===== config.mk =====
export PLATFORM = sky130hd
export DESIGN_NAME = message_stream_arbiter_flat
export DESIGN_NICKNAME = d
export VERILOG_FILES = /design/src/rtl/message_stream_arbiter_pkg.sv /design/src/rtl/message_stream_arbiter_if.sv /design/src/rtl/message_stream_arbiter_round_robin_select.sv /design/src/rtl/message_stream_arbiter.sv /design/src/flat_wrapper.sv
export SDC_FILE = /design/constraint.sdc
export NUM_CORES = 1
export LEC_CHECK = 0
export CORE_ASPECT_RATIO = 1.1
export CORE_MARGIN = 2
export CORE_UTILIZATION = 40
export CTS_BUF_LIST = sky130_fd_sc_hd__clkbuf_8
export CTS_CLUSTER_DIAMETER = 120
export DETAILED_ROUTE_END_ITERATION = 8
export PLACE_DENSITY_LB_ADDON = 0.1
export SLEW_MARGIN = 20
export SYNTH_ARGS = -nofsm -noshare
export SYNTH_HDL_FRONTEND = slang
export SYNTH_HIERARCHICAL = 1
export SYNTH_SLANG_ARGS = --single-unit

===== constraint.sdc =====
create_clock -name clk -period 5.18 [get_ports clk]
set_input_delay 1.036 -clock clk [delete_from_list [all_inputs] [get_ports clk]]
set_output_delay 1.036 -clock clk [all_outputs]
set_load 0.05 [all_outputs]

===== src/rtl/message_stream_arbiter_pkg.sv =====
// Shared types and helpers for the message stream arbiter: FSM state encoding
// and modular index arithmetic for stream selection.
package message_stream_arbiter_pkg;

    typedef enum logic [1:0] {
        IDLE = 2'd0,
        SEND = 2'd1,
        DROP = 2'd2
    } state_t;

    // (a + b) mod n, valid while a < n and b <= n
    function automatic int unsigned wrap_add(int unsigned a, int unsigned b, int unsigned n);
        int unsigned s;
        s = a + b;
        return (s >= n) ? s - n : s;
    endfunction

endpackage


===== src/rtl/message_stream_arbiter_if.sv =====
// Stream-side and output-side signals of the message stream arbiter.
// master: the arbiter; slave: the buffers and downstream consumer.
interface message_stream_arbiter_if #(
    parameter int unsigned N_STREAMS = 2,
    parameter int unsigned WIDTH     = 32
);
    logic [WIDTH*N_STREAMS-1:0] in_data;
    logic [N_STREAMS-1:0]       in_empty;
    logic [N_STREAMS-1:0]       in_read;
    logic [WIDTH-1:0]           out_data;
    logic                       out_nd;
    logic                       error;

    modport master (
        input  in_data, in_empty,
        output in_read, out_data, out_nd, error
    );

    modport slave (
        output in_data, in_empty,
        input  in_read, out_data, out_nd, error
    );
endinterface


===== src/rtl/message_stream_arbiter_round_robin_select.sv =====
// Combinational rotating-priority picker: first asserted request at or after
// ptr_i, wrapping at N (which need not be a power of two).
module round_robin_select
    import message_stream_arbiter_pkg::*;
#(
    parameter int unsigned N     = 2,
    parameter int unsigned LOG_N = 1
) (
    input  logic [N-1:0]     req_i,
    input  logic [LOG_N-1:0] ptr_i,
    output logic [LOG_N-1:0] grant_o,
    output logic             any_valid_o
);
    always_comb begin
        int unsigned idx;
        grant_o     = '0;
        any_valid_o = 1'b0;
        idx         = 0;
        for (int unsigned k = 0; k < N; k++) begin
            idx = wrap_add(32'(ptr_i), k, N);
            if (!any_valid_o && req_i[idx[LOG_N-1:0]]) begin
                any_valid_o = 1'b1;
                grant_o     = idx[LOG_N-1:0];
            end
        end
    end
endmodule


===== src/rtl/message_stream_arbiter.sv =====
// Packet-granular round-robin arbiter from N FWFT stream buffers onto one output.
// Define MESSAGE_STREAM_ARBITER_FIXED_PRIORITY_EN for lowest-index-wins selection.
module message_stream_arbiter
    import message_stream_arbiter_pkg::*;
#(
    parameter int unsigned N_STREAMS             = 2,
    parameter int unsigned LOG_N_STREAMS         = 1,
    parameter int unsigned WIDTH                 = 32,
    parameter int unsigned MAX_PACKET_LENGTH     = 16,
    parameter int unsigned LOG_MAX_PACKET_LENGTH = 5
) (
    input logic                     clk,
    input logic                     rst_n,
    message_stream_arbiter_if.master bus
);
    state_t                           state_q;
    logic [LOG_N_STREAMS-1:0]         sel_q;
    logic [LOG_MAX_PACKET_LENGTH-1:0] count_q;
    logic [WIDTH-1:0]                 out_data_q;
    logic                             out_nd_q;
    logic                             error_q;

    logic [LOG_N_STREAMS-1:0]         start_ptr;
    logic [LOG_N_STREAMS-1:0]         grant;
    logic                             any_valid;
    logic [LOG_N_STREAMS-1:0]         cur_sel;
    logic                             pop;
    logic [WIDTH-1:0]                 head;
    logic [LOG_MAX_PACKET_LENGTH-1:0] hdr_len;
    logic                             is_hdr;
    logic                             oversize;

    round_robin_select #(
        .N     (N_STREAMS),
        .LOG_N (LOG_N_STREAMS)
    ) u_select (
        .req_i       (~bus.in_empty),
        .ptr_i       (start_ptr),
        .grant_o     (grant),
        .any_valid_o (any_valid)
    );

    // Pop is combinational off the buffer heads and forced low while in reset.
    always_comb begin
        cur_sel  = (state_q == IDLE) ? grant : sel_q;
        head     = bus.in_data[32'(cur_sel)*WIDTH +: WIDTH];
        hdr_len  = head[LOG_MAX_PACKET_LENGTH-1:0];
        is_hdr   = head[WIDTH-1];
        oversize = 32'(hdr_len) > MAX_PACKET_LENGTH;
        pop      = 1'b0;
        if (rst_n) begin
            pop = (state_q == IDLE) ? any_valid : !bus.in_empty[cur_sel];
        end
        bus.in_read = '0;
        if (pop) begin
            bus.in_read[cur_sel] = 1'b1;
        end
    end

    always_ff @(posedge clk or negedge rst_n) begin
        if (!rst_n) begin
            state_q    <= IDLE;
            sel_q      <= '0;
            count_q    <= '0;
            out_data_q <= '0;
            out_nd_q   <= 1'b0;
            error_q    <= 1'b0;
        end else begin
            out_nd_q <= 1'b0;
            case (state_q)
                IDLE: begin
                    if (pop) begin
                        sel_q <= cur_sel;
                        if (!is_hdr) begin
                            error_q <= 1'b1;
                        end else if (oversize) begin
                            error_q <= 1'b1;
                            count_q <= hdr_len;
                            state_q <= DROP;
                        end else begin
                            out_data_q <= head;
                            out_nd_q   <= 1'b1;
                            count_q    <= hdr_len;
                            if (hdr_len != '0) begin
                                state_q <= SEND;
                            end
                        end
                    end
                end
                SEND, DROP: begin
                    if (pop) begin
                        if (state_q == SEND) begin
                            out_data_q <= head;
                            out_nd_q   <= 1'b1;
                        end
                        count_q <= count_q - 1'b1;
                        if (count_q == LOG_MAX_PACKET_LENGTH'(1)) begin
                            state_q <= IDLE;
                        end
                    end
                end
                default: state_q <= IDLE;
            endcase
        end
    end

`ifdef MESSAGE_STREAM_ARBITER_FIXED_PRIORITY_EN
    assign start_ptr = '0;
`else
    logic [LOG_N_STREAMS-1:0] rr_ptr_q;
    logic [LOG_N_STREAMS-1:0] nxt_sel;
    logic                     pkt_done;

    // A packet ends on a zero-length header in IDLE or the last payload pop.
    assign nxt_sel  = LOG_N_STREAMS'(wrap_add(32'(cur_sel), 1, N_STREAMS));
    assign pkt_done = pop && ((state_q == IDLE) ? (is_hdr && !oversize && hdr_len == '0)
                                                : (count_q == LOG_MAX_PACKET_LENGTH'(1)));

    always_ff @(posedge clk or negedge rst_n) begin
        if (!rst_n) begin
            rr_ptr_q <= '0;
        end else if (pkt_done) begin
            rr_ptr_q <= nxt_sel;
        end
    end

    assign start_ptr = rr_ptr_q;
`endif

    assign bus.out_data = out_data_q;
    assign bus.out_nd   = out_nd_q;
    assign bus.error    = error_q;

endmodule


===== src/flat_wrapper.sv =====
// flat-port wrapper written by rule: the top's interface ports become plain ports
module message_stream_arbiter_flat import message_stream_arbiter_pkg::*;
#(
    parameter int unsigned N_STREAMS             = 2,
    parameter int unsigned LOG_N_STREAMS         = 1,
    parameter int unsigned WIDTH                 = 32,
    parameter int unsigned MAX_PACKET_LENGTH     = 16,
    parameter int unsigned LOG_MAX_PACKET_LENGTH = 5
)
  (clk, rst_n, bus_in_data, bus_in_empty, bus_in_read, bus_out_data, bus_out_nd, bus_error);
  message_stream_arbiter_if #(.N_STREAMS(N_STREAMS), .WIDTH(WIDTH)) bus_i ();
  input logic clk;
  input logic rst_n;
  input wire logic [$bits(bus_i.in_data)-1:0] bus_in_data;
  input wire logic [$bits(bus_i.in_empty)-1:0] bus_in_empty;
  output wire logic [$bits(bus_i.in_read)-1:0] bus_in_read;
  output wire logic [$bits(bus_i.out_data)-1:0] bus_out_data;
  output wire logic [$bits(bus_i.out_nd)-1:0] bus_out_nd;
  output wire logic [$bits(bus_i.error)-1:0] bus_error;
  assign bus_i.in_data = bus_in_data;
  assign bus_i.in_empty = bus_in_empty;
  assign bus_in_read = bus_i.in_read;
  assign bus_out_data = bus_i.out_data;
  assign bus_out_nd = bus_i.out_nd;
  assign bus_error = bus_i.error;
  message_stream_arbiter #(.N_STREAMS(N_STREAMS), .LOG_N_STREAMS(LOG_N_STREAMS), .WIDTH(WIDTH), .MAX_PACKET_LENGTH(MAX_PACKET_LENGTH), .LOG_MAX_PACKET_LENGTH(LOG_MAX_PACKET_LENGTH)) u_core (.clk(clk), .rst_n(rst_n), .bus(bus_i));
endmodule

==> results.md, run 1 <==
* Status: completed
* Final setup viols at 0
* Cell Int Power at 0.00120 W
* Avg Inst Size Synth at 9.93 um2
* Routed Antenna Nets at 0
* CP Capture Type: output pin
* Initial Util at 40.9%
* Vias in the first global route at 2,108
* Placed Area at 3420 um2
* Sequential element share of the synthesized area at 46.5%
* Yosys warnings at 6
* Synth Flop Type: dfrtp_1
* Top Layer Used: met4
* HPWL Detailed at 4.47 mm
* Combinational power share at 63.0%
* Leak at 1.53 nW
* Layout cells sized above 1 at 6.25%
* Gr usage total at 19.4%
* Yosys top cell area share at 46.5%
* M1 WL at 2.58 mm
* Final core occ at 62.5%
* Psw at 0.00112 W
* Clock Pin Slew Worst Setup and Hold Paths at 0.08 ns
* Fin area at 3540 um2
* Period minus WS final at 4.37 ns
* Simple-Gate Fraction of Synth Area at 13.4%
* Worst EP required at 4.14 ns
* Post-synthesis mux area share at 16.5%
* Vias/cell at 5.00
* FMAX at 0.229 GHz
* Crit-path max FO at 5
* CP Launch Point: bus_in_empty[1]
* CTS Buf Count at 5
* GRT overflow at 0
* Core area at 5660 um2
* Port bufs at 103
* Die Ht at 83.8 um
* Via count at 2,066
* Row count at 29
* Sw Ratio at 48.3%
* Antenna diode count at 0
* Drt first pass iters at 4
* CTS tree: built
* WHS at 0.498 ns
* Chip width at 76.5 um
* Routed met3 length at 306 um
* RR Startpoint: u_core/state_q[1]$_DFFE_PN0P_
* DR iter-0 viols at 75
* Gpl congestion at 0.884
* DRC viols at 0
* CTS Hold Bufs at 0
* RSZ-0062 raised after global routing: false
* Post-synth top area cell: dfrtp_1
* H-Tree Depth at 2
* Setup total negative slack at 0 ns
* PostCTS Resize Cnt at 0
* Ys async rst share at 100%
* Post-Syn Nets at 307
* CP Launch Type: input pin
* Post-Syn Instances at 233
* Sequential power share at 25.4%
* Initial antenna violation count at 0
* Worst hold path type: register to register
* Slew at the pin closest to its max-slew limit at 0.651 ns
* Syn-to-layout area delta at 52.9%
* Clk root buf: clkbuf_8
* Final net count at 409
* Worst path arrival time at 3.34 ns
* Avg WL per Cell at 14.1 um
* Routed wl met2 at 2.83 mm
* Xor and xnor area share after synthesis at 0%
* Post-synthesis cell type count at 38
* Synth top area cells: dfrtp_1, mux2i_1, a21oi_1
* HP Start: u_core/bus.error$_DFFE_PN0P_
* Postcts setup bufs at 0
* Clock share of power at 11.6%
* Clk buf depth at 2
* Final hold violation count at 0
* EDFF count, synth at 0
* Commonest non-fill, non-tap cell in the layout: clkdlybuf4s50_1
* Final worst-path cycle share at 84.5%
* Relative slew slack at 56.4%
* Routed Wire Length at 5.81 mm
* Largest net degree at the start of global routing at 63
* Yosys reg bits at 43
* Most frequent cells in the layout: clkdlybuf4s50_1, dfrtp_1, nor2_1
* Max-cap violation count at 0
* Ports at 104
* Clock skew at 0.00924 ns
* Max-slew violation count at 0
* Largest family of logic cells by synthesized area: multiplexers
* Die area at 6410 um2
* Maximum VDD drop at 398 uV
* Clock sink count at 43
* First-pass GRT wire length at 9.97 mm
* Crit Path Class: input pin to output pin
* Synthesized area at 2310 um2
* Adder-Cell Fraction of Synth Area at 3.24%
* Power per cell area at 654 nW/um2
* Area fraction in compound gates after synthesis at 16.1%
* Worst-Skew Late Latency at 0.30 ns
## sequential cells by signal (all words and copies together) (netlist names)
name and count:
u_core/sel_q 1, u_core/count_q 5, u_core/rr_ptr_q 1, u_core/bus.error 1, u_core/bus.out_data 32, u_core/bus.out_nd 1
u_core/state_q 2
## final cells by class
type	instances	area, um2
multi-input combinational	169	1150
clock buffer	6	82.6
inverter	8	30.0
fill	522	2120
timing repair buffer	108	1060
sequential	43	1080
clock inverter	2	35.0
tap	77	96.3
## synthesized netlist by cell type (2+ instances only)
master and number:
a21oi_1 33, a31oi_1 2, buf_2 11, dfrtp_1 43, ha_1 6, inv_1 8
mux2_2 2, mux2i_1 36, nand2_1 7, nand3_1 6, nand3b_1 2, nor2_1 38
nor2b_1 4, nor3_1 3, o21ai_0 7, o2bb2ai_1 3
## through the flow
stage	setup WS, ns	cells	power (W)
2_1_floorplan	1.41	233	0.00160
3_3_place_gp	0.875	405	0.00204
3_5_place_dp	0.803	405	0.00207
4_1_cts	0.796	413	0.00234
5_1_grt	0.669	413	0.00246
6_report	0.805	413	0.00231
## worst paths after layout
| kind | endpoint | slack, ns | depth (start not counted) |
|---|---|---|---|
| setup / recovery | bus_in_read[1] | 0.81 | 7 |
| hold / removal | u_core/bus.error$_DFFE_PN0P_ | 0.50 | 1 |
| setup reg to reg | u_core/bus.out_data[5]$_DFFE_PN0P_ | 2.52 | 8 |
| hold reg to reg | u_core/bus.error$_DFFE_PN0P_ | 0.50 | 1 |
| max in group asynchronous | u_core/bus.out_data[6]$_DFFE_PN0P_ | 3.78 | 2 |
| min in group asynchronous | u_core/bus.error$_DFFE_PN0P_ | 0.70 | 1 |
## power groups by stage
| stage | registers (W) | logic [W] | clock network [W] |
|---|---|---|---|
| finish | 0.000588 | 0.00146 | 0.000269 |
| global route | 0.000609 | 0.00156 | 0.000290 |
| CTS | 0.000590 | 0.00147 | 0.000278 |
| detailed placement | 0.000596 | 0.00147 | 0 |
| global placement | 0.000592 | 0.00145 | 0 |
| floorplan | 0.00102 | 0.000573 | 0 |
## per-layer routing
metal / vias to the layer above / track usage, %
met1: 959 / 24.4
met2: 67 / 33.0
met5: - / 0
met3: 9 / 4.44
li1: 1031 / -
met4: 0 / 6.78
## cell families after synthesis
logic type	Yosys count
AOI/OAI and AO/OA	59
adders and majority gates	6
buffers and inverters	21
DFF	43
muxes	38
and+or+nand+nor	66
## critical path: stages
cell,delay (ns)
clkdlybuf4s50_1,0.48
inv_1,0.05
or2_1,0.23
nand3_1,0.17
a21boi_0,0.53
nor2_1,0.10
clkdlybuf4s50_1,0.74
Power figures use the tool's default switching activity.
==> run 2, diff against run 1 <==
Clock period 5.18 ns to 4.1 ns, I/O delays scaled along.
==> run 2 against run 1 <==
  * Cell area grew 0.42%
  * Sequential power grew 27%
  * Cell count is the same
  * Setup slack gained 0.091 ns
==> results.md, run 2 (same netlist as run 1, synthesis figures left out) <==
* PostCTS Resize Cnt at 0
* Max-cap violation count at 0
* First-pass GRT wire length at 10.1 mm
* Row count at 29
* Cell Int Power at 0.00151 W
* Psw at 0.00143 W
* Crit-path max FO at 5
* Setup total negative slack at 0 ns
* Die area at 6410 um2
* Maximum VDD drop at 433 uV
* Max reg flops at 32
* CP delay by family, top: buffers and inverters
* Max-slew violation count at 0
* Sequential power share at 25.3%
* Clock sink count at 43
* Die Ht at 83.8 um
* Slowest Stage Delay on Critical Path at 0.48 ns
* Relative slew slack at 54.2%
* Largest net degree at the start of global routing at 64
* Worst EP required at 3.28 ns
* GRT overflow at 0
* Status: completed
* H-Tree Depth at 2
* CTS Hold Bufs at 0
* Postcts setup bufs at 0
* Ports at 104
* Clk root buf: clkbuf_8
* CTS Buf Count at 5
* Placed Area at 3440 um2
* Avg WL per Cell at 14.5 um
* Via count at 2,068
* Vias/cell at 5.01
* Final net count at 409
* Drt first pass iters at 4
* Crit Path Class: input pin to output pin
* Combinational power share at 63.4%
* Power per cell area at 829 nW/um2
* Final setup viols at 0
* Gr usage total at 19.8%
* Antenna diode count at 0
* DRC viols at 0
* Fillers at 494
* Chip width at 76.5 um
* Period minus WS final at 3.20 ns
* Layout cells sized above 1 at 6.85%
* CTS tree: built
* Port bufs at 103
* FMAX at 0.312 GHz
* Sw Ratio at 48.7%
* Final hold violation count at 0
* Final worst-path cycle share at 78.1%
* CP Capture Type: output pin
* HPWL Detailed at 4.54 mm
* Worst hold path type: input pin to async pin
* Gpl congestion at 0.817
* Buf/Inv on CP at 4
* DR iter-0 viols at 94
* Clock Pin Slew Worst Setup and Hold Paths at 0.09 ns
* Clk buf depth at 2
* Initial antenna violation count at 0
* Worst path arrival time at 2.38 ns
* CP Launch Type: input pin
* Clock skew at 0.00510 ns
* Leak at 1.53 nW
* Worst-Skew Late Latency at 0.30 ns
* Slew at the pin closest to its max-slew limit at 0.684 ns
* RSZ-0062 raised after global routing: false
* Worst R2R Setup Slack at 1.40 ns
* Routed Antenna Nets at 0
* Initial Util at 40.9%
* Fin area at 3550 um2
* Clock share of power at 11.3%
* Commonest non-fill, non-tap cell in the layout: clkdlybuf4s50_1
* CP cell instances: clkdlybuf4s50_1 > inv_1 > or2_1 > nand3_1 > a21boi_0 > buf_4 > nor2_1 > buf_12
* Most frequent cells in the layout: clkdlybuf4s50_1, dfrtp_1, nor2_1
* Core area at 5660 um2
* Highest-delay cell along the critical path: clkdlybuf4s50_1
* Syn-to-layout area delta at 53.5%
* Routed Wire Length at 6.00 mm
* Vias in the first global route at 2,122
==> run 2: changes by cell type in the layout (fill, tap and decap cells not counted), sizes merged <==
cell           change
buf                +2
clkbuf             -1
clkdlybuf4s50      -2
clkinv             +1
==> run 2: power groups by stage <==
stage	Combinational [W]	Sequential, W	Clock (W)
floorplan	0.000724	0.00129	0
global placement	0.00185	0.000747	0
detailed placement	0.00188	0.000754	0
CTS	0.00188	0.000747	0.000340
global route	0.00200	0.000771	0.000366
finish	0.00187	0.000745	0.000334
==> run 2: final cells by class <==
cell class / instances / area [um2] / share of cell area (%)
clock inverters: 3 / 43.8 / 1.23
multi-input cells: 169 / 1150 / 32.5
inverters: 8 / 30.0 / 0.845
well taps: 77 / 96.3 / 2.71
clock buffers: 5 / 68.8 / 1.94
flip-flops and latches: 43 / 1080 / 30.3
repair buffers: 108 / 1080 / 30.5
==> run 2: through the flow <==
| step | cells | util, % | hold WS, ns | setup slack, ns | total power (W) |
|---|---|---|---|---|---|
| final | 413 | 62.8 | 0.436 | 0.896 | 0.00294 |
| after global routing | 413 | 62.8 | 0.448 | 0.786 | 0.00313 |
| after CTS | 413 | 62.8 | 0.440 | 0.899 | 0.00297 |
| after detailed placement | 405 | 60.8 | 0.478 | 0.732 | 0.00263 |
| after global placement | 405 | 60.8 | 0.475 | 0.804 | 0.00260 |
| after floorplan | 233 | - | 0.481 | 0.758 | 0.00202 |
==> run 2: worst paths after layout <==
path / depth (start not counted) / endpoint / startpoint
max reg2reg: 8 / u_core/bus.out_data[29]$_DFFE_PN0P_ / u_core/state_q[1]$_DFFE_PN0P_
min in group clk: 1 / u_core/bus.error$_DFFE_PN0P_ / u_core/bus.error$_DFFE_PN0P_
max: 8 / bus_in_read[1] / bus_in_empty[1]
max in group asynchronous: 2 / u_core/bus.out_data[8]$_DFFE_PN0P_ / rst_n
min: 1 / u_core/bus.out_data[20]$_DFFE_PN0P_ / rst_n
min reg2reg: 1 / u_core/bus.error$_DFFE_PN0P_ / u_core/bus.error$_DFFE_PN0P_
==> run 2: per-layer routing <==
metal | up-vias | GRT usage [%] | routed length, um | part of all wire [%]
li1 | 1033 | - | - | -
met1 | 951 | 25.4 | 2720 | 45
met2 | 77 | 32.6 | 2860 | 48
met3 | 7 | 5.30 | 352 | 5.9
met4 | 0 | 6.12 | 70 | 1.2
met5 | - | 0 | 0 | 0
==> run 2: worst reg2reg max path, delay by kind of cell, from the launching register on <==
family,cells,cell delay [ns]
compound gates,3,0.72
fa+ha+maj,1,0.45
buf+inv,2,0.62
flops,1,0.44
simple gates,2,0.40
==> run 3, diff against run 2 <==
Clock period 4.1 ns to 3.1 ns, I/O delays scaled along.
==> run 3 against run 2 <==
  * Via count up 2.2%
  * Combinational power rose by 35%
  * Count of clock-buffer cells in the layout rose by 2
  * Sequential cell count unchanged
  * Routed wire length fell by 1.6%
  * Largest cell class unchanged
  * Clock power increased by 19%
  * Cell area is 1.5% higher
  * Critical endpoint is now bus_in_read[0]
  * Non-clock buffer count rose by 5
  * Hold slack worse by 0.21 ns
  * Global-route usage down 0.13 points
  * Clock skew about the same
==> results.md, run 3 (same netlist as run 1, synthesis figures left out) <==
* Most frequent cells in the layout: clkdlybuf4s50_1, dfrtp_1, nor2_1
* Vias in the first global route at 2,074
* Setup total negative slack at 0 ns
* First-pass GRT wire length at 10.2 mm
* Final net count at 414
* Max-cap violation count at 0
* Worst hold path type: input pin to async pin
* Max-slew violation count at 0
* CTS tree: built
* Setup WS post-layout at 0.318 ns
* Routed Antenna Nets at 0
* DRC viols at 0
* Drt first pass iters at 4
* FMAX at 0.359 GHz
* Antenna diode count at 0
* Relative slew slack at 64.5%
* Vias/cell at 5.06
* Layout cells sized above 1 at 8.21%
* Final hold violation count at 0
* Crit Path Class: input pin to output pin
* HPWL Detailed at 4.66 mm
* Final worst-path cycle share at 89.8%
* H-Tree Depth at 2
* Clock Pin Slew Worst Setup and Hold Paths at 0.08 ns
* Pwr Total at 0.00391 W
* Ports at 104
* Initial Util at 40.9%
* DR iter-0 viols at 99
* Postcts setup bufs at 0
* CP Launch Type: input pin
* Initial antenna violation count at 0
* Worst EP required at 2.48 ns
* RSZ-0062 raised after global routing: false
* Period minus WS final at 2.78 ns
* RR Startpoint: u_core/state_q[1]$_DFFE_PN0P_
* Port bufs at 103
* Worst-Skew Late Latency at 0.29 ns
* Core area at 5660 um2
* CP Capture Type: output pin
* Gpl congestion at 0.740
* Commonest non-fill, non-tap cell in the layout: clkdlybuf4s50_1
* Clk root buf: clkbuf_8
* Via count at 2,113
* Leak at 1.56 nW
* Clock sink count at 43
* Die area at 6410 um2
* Maximum VDD drop at 577 uV
* GRT overflow at 0
* Gr usage total at 19.6%
* Max reg flops at 32
* Slew at the pin closest to its max-slew limit at 0.530 ns
* Clk buf depth at 2
* Row count at 29
* PostCTS Resize Cnt at 0
* Clock skew at 0.00471 ns
* Final setup viols at 0
* Routed Wire Length at 5.91 mm
* Crit-path max FO at 3
* Chip width at 76.5 um
* Syn-to-layout area delta at 55.9%
* CTS Buf Count at 5
* CP Launch Point: bus_in_empty[1]
* Die Ht at 83.8 um
* Status: completed
* Dpl ws at 0.331 ns
* Worst path arrival time at 2.16 ns
* Power per cell area at 1080 nW/um2
* CTS Hold Bufs at 0
* Largest net degree at the start of global routing at 32
* Avg WL per Cell at 14.1 um
run 3: final cells by class:
cell class	count	area (um2)
Clock inverter	1	7.51
Sequential cell	43	1080
Inverter	8	30.0
Tap cell	77	96.3
Timing Repair Buffer	113	1150
Fill cell	499	2050
Clock buffer	7	96.3
Multi-Input combinational cell	169	1150
run 3: critical path, stage by stage:
cell	delay (ns)
clkdlybuf4s50_1	0.48
inv_1	0.05
or2_1	0.23
nand3_1	0.10
a21boi_0	0.36
nor2b_1	0.14
buf_12	0.17
run 3: metal layers:
layer | vias up | share of wire [%] | track usage (%)
met2 | 72 | 48 | 32.8
met5 | - | 0 | 0
met4 | 0 | 1.3 | 5.62
met3 | 8 | 5.4 | 4.65
li1 | 1034 | - | -
met1 | 999 | 45 | 25.5
run 3: path summary, 6_finish.rpt:
kind / endpoint / slack [ns] / cells after the start
max in group asynchronous: u_core/count_q[1]$_DFFE_PN0P_ / 2.14 / 2
worst max-delay path: bus_in_read[0] / 0.32 / 7
worst max register to register: u_core/bus.out_data[8]$_DFFE_PN0P_ / 0.57 / 10
worst min-delay path: u_core/bus.out_data[31]$_DFFE_PN0P_ / 0.23 / 1
worst min register to register: u_core/bus.error$_DFFE_PN0P_ / 0.49 / 1
min in group clk: u_core/bus.error$_DFFE_PN0P_ / 0.49 / 1
run 3: power by group:
part	total, W	internal, W	leakage, nW	switching (W)
clock	0.000397	0.000203	0.0505	0.000194
sequential	0.000987	0.000829	0.483	0.000158
combinational	0.00252	0.000978	1.02	0.00154
total	0.00391	0.00201	1.56	0.00190
run 3: through the flow:
step                std cells  hold slack [ns]  util [%]  instance area, um2
global placement          410            0.466      61.9                3500
global route              418            0.244      63.7                3610
finish                    418            0.230      63.7                3610
floorplan                 233            0.324         -                2310
CTS                       418            0.223      63.7                3610
detailed placement        410            0.468      61.9                3500
